[config.mk]
export PLATFORM = sky130hd
export DESIGN_NAME = rf_wb_queue_flat
export DESIGN_NICKNAME = d
export VERILOG_FILES = /design/src/rtl/rf_wb_queue_if.sv /design/src/rtl/rf_wb_queue.sv /design/src/flat_wrapper.sv
export SDC_FILE = /design/constraint.sdc
export NUM_CORES = 1
export LEC_CHECK = 0
export BUFFER_PORTS_ARGS = -buffer_cell sky130_fd_sc_hd__clkbuf_2
export CORE_MARGIN = 2
export CORE_UTILIZATION = 55
export DETAILED_ROUTE_END_ITERATION = 8
export PLACE_DENSITY_LB_ADDON = 0.1
export REMOVE_ABC_BUFFERS = 1
export SETUP_SLACK_MARGIN = 0.4
export SYNTH_ARGS = -nofsm -noshare
export SYNTH_HDL_FRONTEND = slang
export SYNTH_SLANG_ARGS = --single-unit
[constraint.sdc]
create_clock -name clk -period 8.4 [get_ports clk]
set_input_delay 1.68 -clock clk [delete_from_list [all_inputs] [get_ports clk]]
set_output_delay 1.68 -clock clk [all_outputs]
set_load 0.02 [all_outputs]
[src/rtl/rf_wb_queue_if.sv]
// rf_wb_queue_if: write-request, RF write-port, forwarding and status bundle for rf_wb_queue
interface rf_wb_queue_if #(
  parameter int DATAWIDTH = 64,
  parameter int ADDRW = 2,
  parameter int DEPTH = 4
);
  localparam int PW = $clog2(DEPTH) + 1;
  logic in_valid;
  logic in_ready;
  logic [ADDRW-1:0] in_addr;
  logic [DATAWIDTH-1:0] in_data;
  logic drain_en;
  logic rf_wen;
  logic [ADDRW-1:0] rf_waddr;
  logic [DATAWIDTH-1:0] rf_wdata;
  logic [ADDRW-1:0] fwd_raddr1;
  logic [ADDRW-1:0] fwd_raddr2;
  logic fwd_hit1;
  logic fwd_hit2;
  logic [DATAWIDTH-1:0] fwd_data1;
  logic [DATAWIDTH-1:0] fwd_data2;
  logic [PW-1:0] count;
  logic full;
  logic empty;
  modport master (
    output in_valid, in_addr, in_data, drain_en, fwd_raddr1, fwd_raddr2,
    input in_ready, rf_wen, rf_waddr, rf_wdata, fwd_hit1, fwd_hit2, fwd_data1, fwd_data2, count, full, empty
  );
  modport slave (
    input in_valid, in_addr, in_data, drain_en, fwd_raddr1, fwd_raddr2,
    output in_ready, rf_wen, rf_waddr, rf_wdata, fwd_hit1, fwd_hit2, fwd_data1, fwd_data2, count, full, empty
  );
endinterface

[src/rtl/rf_wb_queue.sv]
// rf_wb_queue: in-order RF write-back queue (clk, active-low sync rst; q: in_* enqueue, rf_* drain, fwd_* youngest-entry forwarding, count/full/empty)
module rf_wb_queue #(
  parameter int DATAWIDTH = 64,
  parameter int ADDRW = 2,
  parameter int DEPTH = 4
) (
  input logic clk,
  input logic rst,
  rf_wb_queue_if.slave q
);
  localparam int AW = $clog2(DEPTH);
  localparam int PW = AW + 1;
  logic [ADDRW-1:0] addr_q [DEPTH];
  logic [DATAWIDTH-1:0] data_q [DEPTH];
  logic [PW-1:0] wr_ptr_q, wr_ptr_d, rd_ptr_q, rd_ptr_d, cnt;
  logic full, empty, push, pop, hit1, hit2;
  logic [DATAWIDTH-1:0] fd1, fd2;
  logic [AW-1:0] slot;
  assign cnt = wr_ptr_q - rd_ptr_q;
  assign full = cnt == PW'(DEPTH);
  assign empty = cnt == '0;
  assign push = q.in_valid && !full;
  assign pop = q.drain_en && !empty;
  assign q.in_ready = !full;
  assign q.rf_wen = pop;
  assign q.rf_waddr = addr_q[rd_ptr_q[AW-1:0]];
  assign q.rf_wdata = data_q[rd_ptr_q[AW-1:0]];
  assign q.count = cnt;
  assign q.full = full;
  assign q.empty = empty;
  assign q.fwd_hit1 = hit1;
  assign q.fwd_hit2 = hit2;
  assign q.fwd_data1 = fd1;
  assign q.fwd_data2 = fd2;
  always_comb begin
    wr_ptr_d = wr_ptr_q + PW'(push);
    rd_ptr_d = rd_ptr_q + PW'(pop);
  end
  always_ff @(posedge clk) begin
    wr_ptr_q <= !rst ? '0 : wr_ptr_d;
    rd_ptr_q <= !rst ? '0 : rd_ptr_d;
  end
  always_ff @(posedge clk)
    if (push) begin
      addr_q[wr_ptr_q[AW-1:0]] <= q.in_addr;
      data_q[wr_ptr_q[AW-1:0]] <= q.in_data;
    end
  // scan oldest to youngest so the last match left standing is the newest write
  always_comb begin
    hit1 = 1'b0;
    hit2 = 1'b0;
    fd1 = '0;
    fd2 = '0;
    slot = '0;
    for (int i = 0; i < DEPTH; i++) begin
      slot = rd_ptr_q[AW-1:0] + AW'(i);
      if (PW'(i) < cnt && addr_q[slot] == q.fwd_raddr1) begin
        hit1 = 1'b1;
        fd1 = data_q[slot];
      end
      if (PW'(i) < cnt && addr_q[slot] == q.fwd_raddr2) begin
        hit2 = 1'b1;
        fd2 = data_q[slot];
      end
    end
  end
endmodule

[src/flat_wrapper.sv]
// flat-port wrapper written by rule: the top's interface ports become plain ports
module rf_wb_queue_flat 
#(
  parameter int DATAWIDTH = 64,
  parameter int ADDRW = 2,
  parameter int DEPTH = 4
)
  (clk, rst, q_in_valid, q_in_addr, q_in_data, q_drain_en, q_fwd_raddr1, q_fwd_raddr2, q_in_ready, q_rf_wen, q_rf_waddr, q_rf_wdata, q_fwd_hit1, q_fwd_hit2, q_fwd_data1, q_fwd_data2, q_count, q_full, q_empty);
  rf_wb_queue_if #(.DATAWIDTH(DATAWIDTH), .ADDRW(ADDRW), .DEPTH(DEPTH)) q_i ();
  input logic clk;
  input logic rst;
  input wire logic [$bits(q_i.in_valid)-1:0] q_in_valid;
  input wire logic [$bits(q_i.in_addr)-1:0] q_in_addr;
  input wire logic [$bits(q_i.in_data)-1:0] q_in_data;
  input wire logic [$bits(q_i.drain_en)-1:0] q_drain_en;
  input wire logic [$bits(q_i.fwd_raddr1)-1:0] q_fwd_raddr1;
  input wire logic [$bits(q_i.fwd_raddr2)-1:0] q_fwd_raddr2;
  output wire logic [$bits(q_i.in_ready)-1:0] q_in_ready;
  output wire logic [$bits(q_i.rf_wen)-1:0] q_rf_wen;
  output wire logic [$bits(q_i.rf_waddr)-1:0] q_rf_waddr;
  output wire logic [$bits(q_i.rf_wdata)-1:0] q_rf_wdata;
  output wire logic [$bits(q_i.fwd_hit1)-1:0] q_fwd_hit1;
  output wire logic [$bits(q_i.fwd_hit2)-1:0] q_fwd_hit2;
  output wire logic [$bits(q_i.fwd_data1)-1:0] q_fwd_data1;
  output wire logic [$bits(q_i.fwd_data2)-1:0] q_fwd_data2;
  output wire logic [$bits(q_i.count)-1:0] q_count;
  output wire logic [$bits(q_i.full)-1:0] q_full;
  output wire logic [$bits(q_i.empty)-1:0] q_empty;
  assign q_i.in_valid = q_in_valid;
  assign q_i.in_addr = q_in_addr;
  assign q_i.in_data = q_in_data;
  assign q_i.drain_en = q_drain_en;
  assign q_i.fwd_raddr1 = q_fwd_raddr1;
  assign q_i.fwd_raddr2 = q_fwd_raddr2;
  assign q_in_ready = q_i.in_ready;
  assign q_rf_wen = q_i.rf_wen;
  assign q_rf_waddr = q_i.rf_waddr;
  assign q_rf_wdata = q_i.rf_wdata;
  assign q_fwd_hit1 = q_i.fwd_hit1;
  assign q_fwd_hit2 = q_i.fwd_hit2;
  assign q_fwd_data1 = q_i.fwd_data1;
  assign q_fwd_data2 = q_i.fwd_data2;
  assign q_count = q_i.count;
  assign q_full = q_i.full;
  assign q_empty = q_i.empty;
  rf_wb_queue #(.DATAWIDTH(DATAWIDTH), .ADDRW(ADDRW), .DEPTH(DEPTH)) u_core (.clk(clk), .rst(rst), .q(q_i));
endmodule
==> flow_metrics.tcl <==
set metrics [dict create \
    min_period_ns 6.56 \
    vias_per_cell 6.43 \
    synth_area_sq_mm 0.0185 \
    cts_tree "done" \
    htreeDepth 1 \
    cts-root-buf "clkbuf_16" \
    numCtsBuffers 31 \
    ctsHoldBuffers 0 \
    synth_commonest_cells "264 x edfxtp_1, 180 x nand2_1, 152 x mux2i_1" \
    grt_max_degree 128 \
    syn_inst 1694 \
    fp.dieH_um 187 \
    drt_pass1_iterations 6 \
    max_stage_delay_ns 0.83 \
    max_freq_mhz 152 \
    avgRoutedWirePerCell_um 22.5 \
    critPathLaunchType "flop" \
    ys.flop_type "edfxtp_1" \
    crit_top_cell "buf_4" \
    ys_async_sr_fraction 0 \
    area_growth_pct 13.6 \
    p_leak_nw 8.03 \
    synth-seq-cells 270 \
    routabilityCongestion 0.821 \
    r2r_setup_slack_ns 4.57 \
    grt_pass1_wl_um 80800 \
    drc_errors 0 \
    peakVddDrop_mv 0.292 \
    ys_types 57 \
    final-setup-viol-count 0 \
    dpl-instance-area_sq_mm 0.0200 \
    yosysWarnings 0 \
    stdcell_area_sq_mm 0.0210 \
    grt_pass1_vias 14628 \
    cap_violations 0 \
    finalHoldViolCount 0 \
    max_slew_margin 0.184 \
    clk_latency_ns 0.56 \
    via_count 15080 \
    coreArea_sq_mm 0.0333 \
    finalWirelength_um 52800 \
    seq_area_frac_synth 0.436 \
    final_util 0.631 \
    drtAntennaViolNets 0 \
    die_w_um 187 \
    status "complete, no violations" \
    end_kind "output pin" \
    synth.largest_area_cell "edfxtp_1" \
    start_util 0.555 \
    synth_edf_count 264 \
    cts.sinks 270 \
    syn_avg_cell_area_sq_um 10.9 \
    finalClockSkew_ns 0.0122 \
    synth_top_area_frac 0.429 \
    path_clk_slew_ns 0.06 \
    crit_path_cell_trace "ha_1 -> fa_1 -> a21oi_1 -> nor3b_4 -> buf_4 -> a211o_2 -> buf_4 -> o2111ai_1 -> o211a_1 -> clkbuf_2" \
    dieArea_sq_mm 0.0351 \
    tightestPinTransition_ns 1.22 \
    cts_setup_buffers 0 \
    drtIter0Drc 1262 \
    required_ns 6.72 \
    finalCritPeriodShare 0.782 \
    finish.net_count 1949 \
    cts_buffer_depth 3 \
    synthTopCellsByArea "edfxtp_1 43%, mux2_2 9.1%, mux2i_1 8.2%" \
    rows 67 \
    hold_path_class "flop to flop" \
    ctsResizeCount 0 \
    port_buffers 276 \
    rsz0062_at_grt "no" \
    slowest_stage "dfxtp_4" \
    antenna_found_initial 7 \
    final_max_slew_viol_count 0 \
    cp.arrival_ns 4.88 \
    yosysMostFrequentCell "edfxtp_1" \
    grt_usage 0.291 \
    fillers 2697 \
    crit_fanout 49 \
    drive_gt1_frac 0.309 \
    overflow 0 \
    critPathKind "flop to output pin" \
    dp_hpwl_um 33000 \
    p_per_area_mw_per_mm2 461 \
    ioPinCount 277 \
]
==> path summary, 6_finish.rpt <==
kind	from	to	cells past startpoint
worst min register to register	u_core.wr_ptr_q[2]$_SDFF_PN0_	u_core.wr_ptr_q[2]$_SDFF_PN0_	2
worst max-delay path	u_core.rd_ptr_q[0]$_SDFF_PN0_	q_fwd_data1[59]	10
worst min-delay path	u_core.wr_ptr_q[2]$_SDFF_PN0_	u_core.wr_ptr_q[2]$_SDFF_PN0_	2
worst max register to register	u_core.rd_ptr_q[0]$_SDFF_PN0_	u_core.data_q[0][26]$_DFFE_PP_	6
==> placed cells by master, fill, tap and decap left out, types with 4 or more instances in the layout <==
master,count
inv_1,52
buf_4,24
clkinv_2,9
o221ai_1,62
nand2_1,179
dfxtp_1,4
o211a_1,38
and2_1,7
o2111ai_1,46
a2bb2oi_1,45
mux4_2,45
mux2i_1,152
nor2_1,133
o221ai_2,10
ha_1,5
a21oi_1,119
diode_2,4
o221a_2,8
clkinv_1,8
xor2_1,13
o211ai_1,7
nand3b_1,35
nor3_2,4
xnor2_1,7
bufinv_16,5
o21ai_0,97
nand3_1,13
clkbuf_2,276
mux2_2,149
edfxtp_1,264
clkbuf_16,31
==> cell type report <==
class | instances | area, sq um | share of cell area
multi-input combinational | 1211 | 9560 | 0.456
sequential | 270 | 8060 | 0.384
timing repair buffer | 301 | 1580 | 0.0754
clock buffer | 34 | 787 | 0.0375
tap | 448 | 561 | 0.0267
clock inverter | 22 | 225 | 0.0107
inverter | 54 | 205 | 0.00978
antenna | 4 | 10.0 | 0.000477
==> worst max-delay path: cells and delay by family (launching register included) <==
family	cells	cell delay (ns)
compound gates	4	1.03
flops	1	0.83
buf+inv	3	1.44
simple gates	1	0.23
fa+ha+maj	2	0.77
==> logic make-up (layout without fill, tap and decap cells) <==
| family | Yosys count | count (layout) | synth area share |
|---|---|---|---|
| buffers and inverters | 213 | 411 | 0.0503 |
| AOI/OAI and AO/OA | 450 | 450 | 0.178 |
| and+or+nand+nor | 386 | 386 | 0.0909 |
| adders and majority gates | 6 | 6 | 0.00447 |
| DFF | 270 | 270 | 0.436 |
| xor gates and xnor gates | 21 | 21 | 0.0108 |
| muxes | 348 | 348 | 0.230 |
| other | 0 | 4 | 0 |
==> per-stage QoR <==
step | worst slack [ns] | std cells | hold WS (ns) | power (W) | setup TNS [ns]
4_1_cts | 1.84 | 2340 | 0.608 | 0.00966 | 0
6_report | 1.84 | 2344 | 0.610 | 0.00967 | 0
5_1_grt | 1.65 | 2343 | 0.649 | 0.0102 | 0
3_5_place_dp | 2.06 | 2284 | 0.597 | 0.00830 | 0
2_1_floorplan | -8.81 | 1535 | 0.564 | 0.00685 | -3111.33
3_3_place_gp | 2.16 | 2284 | 0.588 | 0.00821 | 0
==> sequential cells by signal, indices dropped and copies added (netlist names) <==
name             count
u_core.addr_q        8
u_core.data_q      256
u_core.rd_ptr_q      3
u_core.wr_ptr_q      3
==> report_power, final <==
group          total [W]  internal, W  switching, W  leakage, nW
Combinational    0.00645      0.00236       0.00409         5.06
Clock            0.00134     0.000819      0.000523        0.504
Sequential       0.00187      0.00171      0.000162         2.47
==> per-layer routing <==
metal  wire [um]  part of all wire  track usage  vias up
met5          23           0.00044            0        -
met4        2030             0.038        0.122        4
met3        4550             0.086       0.0542      116
met2       25600              0.49        0.502      704
met1       20600              0.39        0.358     7358
li1            -                 -            -     6898
No activity file was read; power rests on OpenSTA's default activity.
